File: src/rtl/buf_tag_mgr_pkg.sv
`default_nettype none
// ============================================================================
// buf_tag_mgr_pkg : shared types and constants for the 4-buffer tag manager
// Revision : 1.0
// ============================================================================
package buf_tag_mgr_pkg;

    localparam int NUM_BUF = 4;

    typedef logic [1:0] buf_idx_t;

    typedef buf_idx_t [NUM_BUF-1:0] lru_vec_t;

    typedef enum logic [1:0] {
        S_IDLE   = 2'd0,
        S_LOOKUP = 2'd1,
        S_FILL   = 2'd2,
        S_RESP   = 2'd3
    } state_t;

    // Element 0 is the oldest position, element NUM_BUF-1 the newest.
    localparam lru_vec_t LRU_RESET_ORDER = {2'd3, 2'd2, 2'd1, 2'd0};

    function automatic buf_idx_t first_invalid(input logic [NUM_BUF-1:0] valid);
        buf_idx_t idx;
        idx = '0;
        for (int i = NUM_BUF - 1; i >= 0; i--) begin
            if (!valid[i]) idx = buf_idx_t'(i);
        end
        return idx;
    endfunction

endpackage
`default_nettype wire

File: src/rtl/buf_tag_mgr_if.sv
`default_nettype none
// ============================================================================
// buf_tag_mgr_if : request / response / fill handshake bundle
// Revision : 1.0
// ============================================================================
interface buf_tag_mgr_if
    import buf_tag_mgr_pkg::*;
#(
    parameter int TAG_W = 8
);
    logic             req_valid;
    logic             req_ready;
    logic [TAG_W-1:0] req_tag;
    logic             rsp_valid;
    logic             rsp_ready;
    logic             rsp_hit;
    buf_idx_t         rsp_buf;
    logic             fill_req;
    buf_idx_t         fill_buf;
    logic [TAG_W-1:0] fill_tag;
    logic             fill_done;

    modport master (
        output req_valid, req_tag, rsp_ready, fill_done,
        input  req_ready, rsp_valid, rsp_hit, rsp_buf, fill_req, fill_buf, fill_tag
    );

    modport slave (
        input  req_valid, req_tag, rsp_ready, fill_done,
        output req_ready, rsp_valid, rsp_hit, rsp_buf, fill_req, fill_buf, fill_tag
    );
endinterface
`default_nettype wire

File: src/rtl/buf_tag_mgr_lru_order4.sv
`default_nettype none
// ============================================================================
// lru_order4 : 4-entry recency permutation with move-to-MRU touch
// Revision : 1.0
// ============================================================================
module lru_order4
    import buf_tag_mgr_pkg::*;
(
    input  wire logic     clk,
    input  wire logic     rst_n,
    input  wire logic     touch_en,
    input  wire buf_idx_t touch_buf,
    output buf_idx_t      lru_buf
);
    lru_vec_t r_order;
    lru_vec_t w_next;
    logic     w_seen;

    // Entries from the touched slot upward slide one step older; the touched
    // buffer lands in the newest slot.
    always_comb begin
        w_next = r_order;
        w_seen = 1'b0;
        if (touch_en) begin
            for (int i = 0; i < NUM_BUF - 1; i++) begin
                if (r_order[i] == touch_buf) w_seen = 1'b1;
                if (w_seen) w_next[i] = r_order[i+1];
            end
            w_next[NUM_BUF-1] = touch_buf;
        end
    end

    always_ff @(posedge clk or negedge rst_n) begin
        if (!rst_n) begin
            r_order <= LRU_RESET_ORDER;
        end else begin
            r_order <= w_next;
        end
    end

    assign lru_buf = r_order[0];

endmodule
`default_nettype wire

File: src/rtl/buf_tag_mgr.sv
`default_nettype none
// ============================================================================
// buf_tag_mgr : 4-buffer tag lookup with LRU fill; optional BUF_TAG_MGR_STATS_EN
// Revision : 1.0
// ============================================================================
module buf_tag_mgr
    import buf_tag_mgr_pkg::*;
#(
    parameter int TAG_W = 8
)(
    input  wire logic    clk,
    input  wire logic    rst_n,
    buf_tag_mgr_if.slave bus
`ifdef BUF_TAG_MGR_STATS_EN
    ,
    output logic [15:0]  hit_cnt,
    output logic [15:0]  miss_cnt
`endif
);
    state_t             r_state;
    logic [TAG_W-1:0]   r_tag;
    logic [TAG_W-1:0]   r_tags [NUM_BUF];
    logic [NUM_BUF-1:0] r_valid;

    logic               r_req_ready;
    logic               r_rsp_valid;
    logic               r_rsp_hit;
    buf_idx_t           r_rsp_buf;
    logic               r_fill_req;
    buf_idx_t           r_fill_buf;
    logic [TAG_W-1:0]   r_fill_tag;

    logic               w_hit;
    buf_idx_t           w_hit_buf;
    buf_idx_t           w_lru_buf;
    buf_idx_t           w_victim;
    logic               w_touch_en;
    buf_idx_t           w_touch_buf;

    // Descending scan so the lowest matching index wins if tags ever alias.
    always_comb begin
        w_hit     = 1'b0;
        w_hit_buf = '0;
        for (int i = NUM_BUF - 1; i >= 0; i--) begin
            if (r_valid[i] && (r_tags[i] == r_tag)) begin
                w_hit     = 1'b1;
                w_hit_buf = buf_idx_t'(i);
            end
        end
    end

    assign w_victim    = (&r_valid) ? w_lru_buf : first_invalid(r_valid);
    assign w_touch_en  = ((r_state == S_LOOKUP) && w_hit) ||
                         ((r_state == S_FILL) && bus.fill_done);
    assign w_touch_buf = (r_state == S_LOOKUP) ? w_hit_buf : r_fill_buf;

    lru_order4 u_lru (
        .clk       (clk),
        .rst_n     (rst_n),
        .touch_en  (w_touch_en),
        .touch_buf (w_touch_buf),
        .lru_buf   (w_lru_buf)
    );

    always_ff @(posedge clk or negedge rst_n) begin
        if (!rst_n) begin
            r_state     <= S_IDLE;
            r_tag       <= '0;
            r_valid     <= '0;
            r_req_ready <= 1'b1;
            r_rsp_valid <= 1'b0;
            r_rsp_hit   <= 1'b0;
            r_rsp_buf   <= '0;
            r_fill_req  <= 1'b0;
            r_fill_buf  <= '0;
            r_fill_tag  <= '0;
            for (int i = 0; i < NUM_BUF; i++) r_tags[i] <= '0;
        end else begin
            case (r_state)
                S_IDLE: begin
                    if (bus.req_valid) begin
                        r_tag       <= bus.req_tag;
                        r_req_ready <= 1'b0;
                        r_state     <= S_LOOKUP;
                    end
                end
                S_LOOKUP: begin
                    if (w_hit) begin
                        r_rsp_hit   <= 1'b1;
                        r_rsp_buf   <= w_hit_buf;
                        r_rsp_valid <= 1'b1;
                        r_state     <= S_RESP;
                    end else begin
                        r_fill_buf  <= w_victim;
                        r_fill_tag  <= r_tag;
                        r_fill_req  <= 1'b1;
                        r_state     <= S_FILL;
                    end
                end
                S_FILL: begin
                    if (bus.fill_done) begin
                        r_tags[r_fill_buf]  <= r_fill_tag;
                        r_valid[r_fill_buf] <= 1'b1;
                        r_fill_req          <= 1'b0;
                        r_rsp_hit           <= 1'b0;
                        r_rsp_buf           <= r_fill_buf;
                        r_rsp_valid         <= 1'b1;
                        r_state             <= S_RESP;
                    end
                end
                S_RESP: begin
                    if (bus.rsp_ready) begin
                        r_rsp_valid <= 1'b0;
                        r_req_ready <= 1'b1;
                        r_state     <= S_IDLE;
                    end
                end
                default: r_state <= S_IDLE;
            endcase
        end
    end

    assign bus.req_ready = r_req_ready;
    assign bus.rsp_valid = r_rsp_valid;
    assign bus.rsp_hit   = r_rsp_hit;
    assign bus.rsp_buf   = r_rsp_buf;
    assign bus.fill_req  = r_fill_req;
    assign bus.fill_buf  = r_fill_buf;
    assign bus.fill_tag  = r_fill_tag;

`ifdef BUF_TAG_MGR_STATS_EN
    logic [15:0] r_hit_cnt;
    logic [15:0] r_miss_cnt;

    always_ff @(posedge clk or negedge rst_n) begin
        if (!rst_n) begin
            r_hit_cnt  <= '0;
            r_miss_cnt <= '0;
        end else if ((r_state == S_RESP) && bus.rsp_ready) begin
            if (r_rsp_hit) begin
                if (r_hit_cnt != 16'hFFFF) r_hit_cnt <= r_hit_cnt + 16'd1;
            end else begin
                if (r_miss_cnt != 16'hFFFF) r_miss_cnt <= r_miss_cnt + 16'd1;
            end
        end
    end

    assign hit_cnt  = r_hit_cnt;
    assign miss_cnt = r_miss_cnt;
`endif

endmodule
`default_nettype wire

File: src/flat_wrapper.sv
// flat-port wrapper written by rule: the top's interface ports become plain ports
module buf_tag_mgr_flat import buf_tag_mgr_pkg::*;
#(
    parameter int TAG_W = 8
)
  (clk, rst_n, bus_req_valid, bus_req_tag, bus_rsp_ready, bus_fill_done, bus_req_ready, bus_rsp_valid, bus_rsp_hit, bus_rsp_buf, bus_fill_req, bus_fill_buf, bus_fill_tag);
  buf_tag_mgr_if #(.TAG_W(TAG_W)) bus_i ();
  input  wire logic clk;
  input  wire logic rst_n;
  input wire logic [$bits(bus_i.req_valid)-1:0] bus_req_valid;
  input wire logic [$bits(bus_i.req_tag)-1:0] bus_req_tag;
  input wire logic [$bits(bus_i.rsp_ready)-1:0] bus_rsp_ready;
  input wire logic [$bits(bus_i.fill_done)-1:0] bus_fill_done;
  output wire logic [$bits(bus_i.req_ready)-1:0] bus_req_ready;
  output wire logic [$bits(bus_i.rsp_valid)-1:0] bus_rsp_valid;
  output wire logic [$bits(bus_i.rsp_hit)-1:0] bus_rsp_hit;
  output wire logic [$bits(bus_i.rsp_buf)-1:0] bus_rsp_buf;
  output wire logic [$bits(bus_i.fill_req)-1:0] bus_fill_req;
  output wire logic [$bits(bus_i.fill_buf)-1:0] bus_fill_buf;
  output wire logic [$bits(bus_i.fill_tag)-1:0] bus_fill_tag;
  assign bus_i.req_valid = bus_req_valid;
  assign bus_i.req_tag = bus_req_tag;
  assign bus_i.rsp_ready = bus_rsp_ready;
  assign bus_i.fill_done = bus_fill_done;
  assign bus_req_ready = bus_i.req_ready;
  assign bus_rsp_valid = bus_i.rsp_valid;
  assign bus_rsp_hit = bus_i.rsp_hit;
  assign bus_rsp_buf = bus_i.rsp_buf;
  assign bus_fill_req = bus_i.fill_req;
  assign bus_fill_buf = bus_i.fill_buf;
  assign bus_fill_tag = bus_i.fill_tag;
  buf_tag_mgr #(.TAG_W(TAG_W)) u_core (.clk(clk), .rst_n(rst_n), .bus(bus_i));
endmodule
File: config.mk
export PLATFORM = sky130hd
export DESIGN_NAME = buf_tag_mgr_flat
export DESIGN_NICKNAME = d
export VERILOG_FILES = /design/src/rtl/buf_tag_mgr_pkg.sv /design/src/rtl/buf_tag_mgr_if.sv /design/src/rtl/buf_tag_mgr_lru_order4.sv /design/src/rtl/buf_tag_mgr.sv /design/src/flat_wrapper.sv
export SDC_FILE = /design/constraint.sdc
export NUM_CORES = 1
export LEC_CHECK = 0
export ABC_AREA = 0
export CORE_AREA = 2 2 65 98
export CTS_CLUSTER_DIAMETER = 100
export CTS_CLUSTER_SIZE = 8
export DETAILED_ROUTE_END_ITERATION = 16
export DIE_AREA = 0 0 67 100
export PLACE_DENSITY_LB_ADDON = 0.12
export SLEW_MARGIN = 5
export SYNTH_ARGS = -nofsm -noshare
export SYNTH_HDL_FRONTEND = slang
export SYNTH_HIERARCHICAL = 1
export SYNTH_SLANG_ARGS = --single-unit
export TNS_END_PERCENT = 100
File: constraint.sdc
create_clock -name clk -period 6.35 [get_ports clk]
set_clock_uncertainty 0.1 [all_clocks]
set_input_delay 0.635 -clock clk [delete_from_list [all_inputs] [get_ports clk]]
set_output_delay 0.635 -clock clk [all_outputs]
set_load 0.02 [all_outputs]
# Word-level counts from Yosys, hierarchy flattened
# Cells that the tools add are included.
[totals]
reg_bits = 70
input_bits = 13
output_inout_bits = 16
wordCells = 109
[op_classes]
magnitude_cmp = 4
eq_ne = 15
muxes = 44
n_bitwise = 3
reduce_logical = 25
[ops]
columns = ["op", "n"]
rows = [
  ["$bwmux W32", 1],
  ["$eq A8 B8 Y1", 4],
  ["$mux W2", 15],
  ["$mux W1", 19],
  ["$demux W8 S2", 1],
  ["$reduce_and A2 Y1", 6],
  ["$reduce_and A3 Y1", 4],
  ["$logic_and A1 B1 Y1", 8],
  ["$mux W8", 1],
  ["$ne A2 B2 Y1 const B", 4],
  ["$pmux W2 S4", 1],
  ["$reduce_and A4 Y1", 2],
  ["$eq A2 B2 Y1", 3],
  ["$pmux W1 S2", 3],
  ["$eq A2 B2 Y1 const B", 2],
  ["$or A4 B4 Y4", 1],
  ["$pmux W2 S2", 1],
  ["$reduce_bool A2 Y1", 2],
  ["$ge A3 B3 Y1 const B", 1],
  ["$lt A2 B3 Y1 const B", 1],
  ["$lt A3 B1 Y1 const B", 1],
  ["$not A2 Y3", 1],
  ["$pmux W1 S3", 1],
  ["$reduce_bool A3 Y1", 1],
  ["7 further kinds", 7],
]

# Logic depth before layout (Yosys ltp)
[depth]
depth_word = 15
depth_mapped = 11
mapped_depth_nobuf = 10

# Cells and area by module
# Netlist, hierarchy kept.
[by_module_without_submodules]
columns = ["mod", "n_inst", "cells_each", "area_each_um2", "seq_area_each_um2"]
rows = [
  ["buf_tag_mgr", 1, 235, 3020.4, 1552.7],
  ["lru_order4", 1, 29, 396.6, 205.2],
]

# Least setup slack after synthesis
# OpenSTA, ideal clock, no wires.
[synth_path]
path_type = "register -> register"
from = "register u_core.r_tag[3]"
to = "register u_core/u_lru/r_order[3] in the netlist's numbering"
setup_ns = 0.127
t_arrival_ns = 2.270
t_required_ns = 6.123
path_slack_ns = 3.852
stages_incl_launch_ff = 12
n_path_buf = 1
synth_period_minus_slack_ns = 2.498
cell_sequence = "dfrtp_1 buf_6 xor2_1 nor4_1 nand4_1 a21oi_1 nor2_1 mux2_2 xnor2_1 nand3_2 nand2_1 mux2_1"
[synth_via]
elab_chain_len = 13
word_cells_on_any_way = 26
cone_classes = "eq/ne (6); mux (13); reduce/logical (7)"
[synth_lines]
columns = ["element", "line_no", "text"]
rows = [
  ["start: declaration", "buf_tag_mgr.sv:21", "logic [TAG_W-1:0] r_tag;"],
  ["start signal: assignment", "buf_tag_mgr.sv:82", "r_tag <= bus.req_tag;"],
  ["$eq A8 B8 Y1", "buf_tag_mgr.sv:45", "if (r_valid[i] && (r_tags[i] == r_tag)) begin"],
  ["$logic_and A1 B1 Y1", "buf_tag_mgr.sv:45", ""],
  ["$mux W2 (3 in a row)", "buf_tag_mgr.sv:45", ""],
  ["$mux W2 (*)", "buf_tag_mgr.sv:45", ""],
  ["$mux W2 (*)", "buf_tag_mgr.sv:55", "assign w_touch_buf = (r_state == S_LOOKUP) ? w_hit_buf : r_fill_buf;"],
  ["via u_core.w_touch_buf[0]", "buf_tag_mgr.sv:38", "buf_idx_t w_touch_buf;"],
  ["$eq A2 B2 Y1", "buf_tag_mgr_lru_order4.sv:26", "if (r_order[i] == touch_buf) w_seen = 1'b1;"],
  ["$mux W1", "buf_tag_mgr_lru_order4.sv:26", ""],
  ["$mux W1", "buf_tag_mgr_lru_order4.sv:24", "if (touch_en) begin"],
  ["$mux W1 (*)", "buf_tag_mgr_lru_order4.sv:26", ""],
  ["$mux W1 (*)", "buf_tag_mgr_lru_order4.sv:24", ""],
  ["$reduce_and A2 Y1 (no line) (*)", "--", ""],
  ["end signal: assignment", "buf_tag_mgr_lru_order4.sv:37", "r_order <= w_next;"],
  ["end: declaration", "buf_tag_mgr_lru_order4.sv:15", "lru_vec_t r_order;"],
]
# Mark *: on every way through the listed nets, which the timed path passes. The rest lies on a longest branch. The select of a mux whose other input is x is not followed.
# A chain may end at the register's enable or synchronous reset.

# Final worst setup path
[layout_path]
from = "register u_core.r_tag[1]"
to = "register u_core/u_lru/r_order[3] in the netlist's numbering"
# Same word-level chain as after synthesis.

==> flow_summary.yaml <==
status:
  status: "complete, no violations"
timing:
  rsz0062_at_grt: "false"
  fin_tns_setup_ns: 0
  max_freq_mhz: 353.5
  setup_viol: 0
  worst_slew_pin_slew_ns: 0.8805
  period_share_pct: 44.55
  slew_viol_final: 0
  final-hold-violation-count: 0
  slew_headroom_pct: 41.30
  fin_crit_ns: 2.829
grt:
  grt_max_degree: 71
  track_usage_pct: 21.63
  antenna_found_initial: 0
  gr-total-overflow: 0
  grt_pass1_wl_um: 10610
  grt_pass1_vias: 2172
synth:
  synth_edf_count: 0
  synth_top_area_share_pct: 47.60
  synth_area_per_cell_um2: 12.94
  synth_fp_nets: 282
  synth_area_um2: 3417
  yosysUniqueCellTypes: 39
  synth_common_cells: "65 x dfrtp_1, 56 x mux2_2, 30 x xnor2_1, 15 x nand2_1"
  synth.most_common_cell: "dfrtp_1"
  syn_inst: 264
  synth_seq_area_share_pct: 51.45
  yosysWarnings: 6
  postSynth.asyncResetShare_pct: 100.0
  ys.flop_type: "dfrtp_1"
  yosysTopAreaCell: "dfrtp_1"
  synth_area_leaders: "dfrtp_1 48%, mux2_2 18%, xnor2_1 7.7%"
  ys_ff_latch: 70
floorplanning:
  initial_utilization_pct: 57.37
  dieHeight_um: 100
  io_pins: 29
  fp.dieW_um: 67
  core_um2: 5956
  dieArea_um2: 6700
  rows: 35
critical_path:
  crit_fanout: 6
  worst_ep_required_time_ns: 6.48
  critPathTopFamily: "simple AND/OR/NAND/NOR gates"
  crit_arrival_ns: 2.96
  cpMaxStageDelayCell: "dfrtp_1"
  cp-end-kind: "flip-flop"
  cp.buffers_inverters: 0
  worstSetupStartpointType: "flip-flop"
  cp_cell_sequence: "xor2_1 -> nor4_1 -> nand4_1 -> a21oi_1 -> nor2_1 -> mux2_2 -> xnor2_1 -> nand3_2 -> nand2_1 -> mux2_1"
  crit_type: "flip-flop to flip-flop"
  max_stage_delay_ns: 0.47
placement:
  io_buffers: 28
  place_hpwl_um: 4440
  gp_congestion: 0.7298
  place_inst: 353
routing:
  ant_nets: 0
  drc: 0
  wl_per_cell_um: 17.30
  vias: 2037
  first_pass_iters: 4
  drt_iter0_drc: 55
  vias_per_cell: 5.520
  drt_wl_total_um: 6385
power:
  seqPwrFrac_pct: 40.3
  ir_drop_mv: 0.2785
  combPwrFrac_pct: 40.2
  p_leak_nw: 1.698
  p_int_mw: 1.389
  clkPwrFrac_pct: 19.5
  swShare_pct: 36.06
  powerDensity_nw_per_um2: 554.3
  switchingPower_mw: 0.7833
final_layout:
  nFillCells: 493
  finalNonFillerCells: 369
  diodes: 0
  final_nets: 308
  drive_gt1_share_pct: 30.51
  area_growth_pct: 14.68
cts:
  cts_max_level: 3
  cts-root-buf: "clkbuf_8"
  cts_tree: "yes"
  clock_sinks: 70
  cts_buffer_depth: 2
  cts_hold_buf: 0
  post_cts_resized: 0
  clock_latency_ns: 0.35
  cts_setup_buffers: 0
  cts_buffers: 9
  clkTransAtPathRegs_ns: 0.08
flow_run:
  max-cap-violations: 0
worst_hold_path:
  hold_class: "input pin to async pin"
per-layer routing:
metal	wire [um]	track usage (%)
met1	2660	25.53
met2	3401	37.40
met3	198	5.381
met4	125	7.849
met5	0	0
cells in the final DEF, fill, tap and decap left out, types with 2 or more instances in the layout:
cell type / synthesis / routed
a21oi_1: 6 / 6
bufinv_16: 0 / 2
clkbuf_8: 0 / 12
clkdlybuf4s50_1: 0 / 27
dfrtp_1: 65 / 65
dfstp_2: 5 / 5
ha_1: 5 / 5
inv_1: 6 / 6
mux2_1: 4 / 4
mux2_2: 56 / 56
mux2i_1: 2 / 2
nand2_1: 15 / 15
nand2b_1: 2 / 2
nand3_1: 5 / 5
nand3_2: 3 / 3
nand4_1: 5 / 5
nor2_1: 5 / 5
nor3_1: 4 / 4
nor3_2: 2 / 2
o21ai_0: 6 / 6
o31ai_1: 2 / 2
xnor2_1: 30 / 30
xor2_1: 8 / 8
final timing paths:
kind                       cells past startpoint  slack [ns]                from                       to
min in group clk                               1        0.39  u_core/bus.rsp_hit       u_core/bus.rsp_hit
setup / recovery                              10        3.52     u_core/r_tag[1]  u_core/u_lru/r_order[3]
hold / removal                                 2        0.38               rst_n        u_core/r_state[0]
hold reg to reg                                1        0.39  u_core/bus.rsp_hit       u_core/bus.rsp_hit
max in group asynchronous                      2        5.19               rst_n         u_core/r_tags[9]
setup reg to reg                              10        3.52     u_core/r_tag[1]  u_core/u_lru/r_order[3]
flip-flops by register name, summed over array words and instances (netlist names), 2 cells and up:
| name | flops |
|---|---|
| u_core/bus.fill_buf | 2 |
| u_core/bus.fill_tag | 8 |
| u_core/bus.rsp_buf | 2 |
| u_core/r_state | 2 |
| u_core/r_tag | 8 |
| u_core/r_tags | 32 |
| u_core/r_valid | 4 |
| u_core/u_lru/lru_buf | 2 |
| u_core/u_lru/r_order | 6 |
metrics by stage:
stage | setup WS (ns) | cell area, um2 | total power [mW] | hold slack (ns) | utilization (%)
after detailed placement | 3.574 | 3677 | 1.762 | 0.3761 | 61.74
after global placement | 3.620 | 3677 | 1.737 | 0.3765 | 61.74
after global routing | 3.337 | 3919 | 2.314 | 0.4141 | 65.80
final | 3.521 | 3919 | 2.172 | 0.3822 | 65.80
after floorplan | 3.852 | 3417 | 1.543 | 0.2394 | -
after CTS | 3.545 | 3919 | 2.195 | 0.3961 | 65.80
cells by family (layout without fill, tap and decap cells):
family | after synthesis | in the layout | share of synthesized area (%)
buf+inv | 20 | 51 | 4.028
xor+xnor | 38 | 38 | 9.740
simple gates | 49 | 49 | 8.788
fa+ha+maj | 5 | 5 | 1.831
mux | 63 | 63 | 20.80
flops | 70 | 70 | 51.45
compound gates | 19 | 19 | 3.369
power groups by stage:
stage          combinational [mW]  sequential [mW]  clock (mW)
2_1_floorplan               0.710            0.833           0
3_3_place_gp                0.858            0.879           0
3_5_place_dp                0.877            0.886           0
4_1_cts                     0.882            0.879       0.433
5_1_grt                     0.953            0.907       0.455
6_report                    0.874            0.876       0.423
layout make-up:
type                    instances  area (um2)  area share, %
repair buffers                 29       282.8          7.216
clock buffers                  12       165.2          4.215
multi-input cells             174        1521          38.83
clock inverters                 4       76.32          1.948
flip-flops and latches         70        1758          44.86
well taps                      74       92.59          2.363
inverters                       6       22.52         0.5747
Note: power is estimated with default switching activity, not from simulation.
==> RTL change (config.mk and constraints unchanged) <==
`TAG_W` is set to 8 in 3 places; all go to 10.
--- a/src/rtl/buf_tag_mgr_if.sv
+++ b/src/rtl/buf_tag_mgr_if.sv
@@ -8,3 +8,3 @@
 #(
-    parameter int TAG_W = 8
+    parameter int TAG_W = 10
 );
--- a/src/rtl/buf_tag_mgr.sv
+++ b/src/rtl/buf_tag_mgr.sv
@@ -8,3 +8,3 @@
 #(
-    parameter int TAG_W = 8
+    parameter int TAG_W = 10
 )(
--- a/src/flat_wrapper.sv
+++ b/src/flat_wrapper.sv
@@ -3,3 +3,3 @@
 #(
-    parameter int TAG_W = 8
+    parameter int TAG_W = 10
 )
Interface: changed (resized bus_fill_tag and bus_req_tag); port bits go from 29 to 33. No check against the original RTL was run, so the function may have changed too.
==> RTL change against the unedited design <==
Critical path depth down 1; power up 14%; worst setup slack worse by 0.25 ns; sequential cell count up 12; global-route usage up 3.9 points; synthesized area up 16%; synthesized cell count up 13%; first-iteration DRC count up 110%; cell area up 14%; routed wire length up 16%; cell count up 9.5%; critical endpoint unchanged.
==> RTL change: results (changes against the unedited design) <==
Status
  – Status: completed (unchanged)

GRT
  – Total grt overflow: 0 (unchanged)
  – All-Layer GR Usage: 25.6% (was 21.6%)
  – Wire length of the first global-routing pass: 12,300 um (was 10,600 um)
  – Vias in the first global route: 2,382 (was 2,172)
  – Largest net degree at the start of global routing: 83 (was 71)

STA
  – Max Fclk: 0.324 GHz (was 0.353 GHz)
  – Tightest Pin Transition: 0.992 ns (was 0.881 ns)

Clocking
  – Clk_lat worst skew: 0.36 ns
  – Post-CTS setup buffers: 0 (unchanged)
  – CTS root buf: clkbuf_8 (unchanged)
  – Clock tree buffer depth: 2 (unchanged)
  – # resized after CTS: 0 (unchanged)
  – Num CTS Buffers: 9 (unchanged)

Detailed routing
  – Drt total wl: 7410 um (was 6390 um)
  – DR pass1 iterations: 4 (unchanged)
  – Initial DRC count: 116 (was 55)
  – Routed vias: 2,336 (was 2,037)

Critical path
  – Worst path arrival time: 3.22 ns (was 2.96 ns)
  – Highest fanout seen on the critical path: 6 (unchanged)
  – Largest stage delay, worst path: 0.48 ns
  – Critical Path Start: u_core/r_tag[7] (was u_core/r_tag[1])
  – Reg2reg setup slack: 3.27 ns (was 3.52 ns)
  – Worst path slowest cell: dfrtp_1 (unchanged)
  – Crit path to: u_core/u_lru/r_order[3] (unchanged)
  – FF-to-FF path depth: 9 (was 10)
  – CP top delay family: simple AND/OR/NAND/NOR gates (unchanged)

Placement
  – Detailed placement HPWL: 5110 um (was 4440 um)
  – Placed cell areas: 4260 um^2 (was 3680 um^2)
  – Dpl cells: 388 (was 353)
  – I/O Buffers: 32 (was 28)
  – GP Congestion: 0.765 (was 0.730)

Logic synthesis
  – Asr flop ratio synth: 100% (unchanged)
  – Synth area leaders: dfrtp_1, mux2_2, xnor2_1 (unchanged)
  – Yosys warns: 6 (unchanged)
  – Syn_nets: 319 (was 282)
  – Post-Syn Instances: 299 (was 264)
  – Netlist cell types: 39 (unchanged)
  – Most common library cells after synthesis: dfrtp_1, mux2_2, xnor2_1 (unchanged)
  – Sequential fraction of the synthesis area: 52.0% (was 51.4%)

Final layout
  – Final Non-Filler Cells: 404 (was 369)
  – Max reg flops: 40 (was 32)
  – Most flops, register: u_core/r_tags (unchanged)
  – Share of layout cells above drive strength 1: 27.6% (was 30.5%)
  – Nets: 345 (was 308)

Pwr
  – Lkg Pwr: 1.91 nW (was 1.70 nW)
  – Worst VDD drop: 0.000364 V (was 0.000279 V)
-- RTL change: cell count changes in the layout (fill, tap and decap cells not counted), moves of 3 or more --
cell             change
nor2_1               -5
o21ai_0              -4
xnor2_1             +16
inv_1                +3
mux2_4               +6
xor2_1               -8
nand2_1              -7
dfrtp_1             +12
mux2_1               +6
clkdlybuf4s50_1      +4
or3_1                +3
nand4_1              +5
-- RTL change: kinds of logic (layout without fill, tap and decap cells) --
logic type      count (synthesis)  count (layout)  share of synthesized area, %
xor+xnor                       46              46                          10.2
simple gates                   44              44                          6.89
flops                          82              82                          52.0
buf+inv                        27              58                          3.98
compound gates                 20              20                          3.54
fa+ha+maj                       5               5                          1.58
mux                            75              75                          21.9
-- RTL change: worst min-delay path by stage --
stage,cells after the start,start,slack (ns),to
after floorplan,0,rst_n,0.24,u_core/bus.fill_buf[0]
after global placement,1,u_core/bus.rsp_buf[0],0.37,u_core/bus.rsp_buf[0]
after detailed placement,1,u_core/bus.rsp_buf[0],0.38,u_core/bus.rsp_buf[0]
after CTS,1,rst_n,0.38,u_core/bus.rsp_valid
after global routing,1,rst_n,0.42,u_core/bus.rsp_valid
final,1,rst_n,0.34,u_core/r_state[1]
-- RTL change: layout make-up --
cell class                 count  area, um^2
clock buffer                  11         141
clock inverter                 5        62.6
fill                         415        1500
inverter                       9        33.8
multi-input combinational    190        1750
sequential                    82        2060
tap                           74        92.6
timing repair buffer          33         325
-- RTL change: routing by layer --
layer	up-vias	wire [um]	global-route usage (%)
met2	36	3950	42.7
met5	-	0	0
met4	0	203	11.9
met1	1199	3070	31.8
met3	15	179	4.60
li1	1086	-	-
-- RTL change: report_power, final --
part / internal, W / switching (W)
clock network: 0.000195 / 0.000192
registers: 0.000778 / 0.000259
logic: 0.000595 / 0.000457
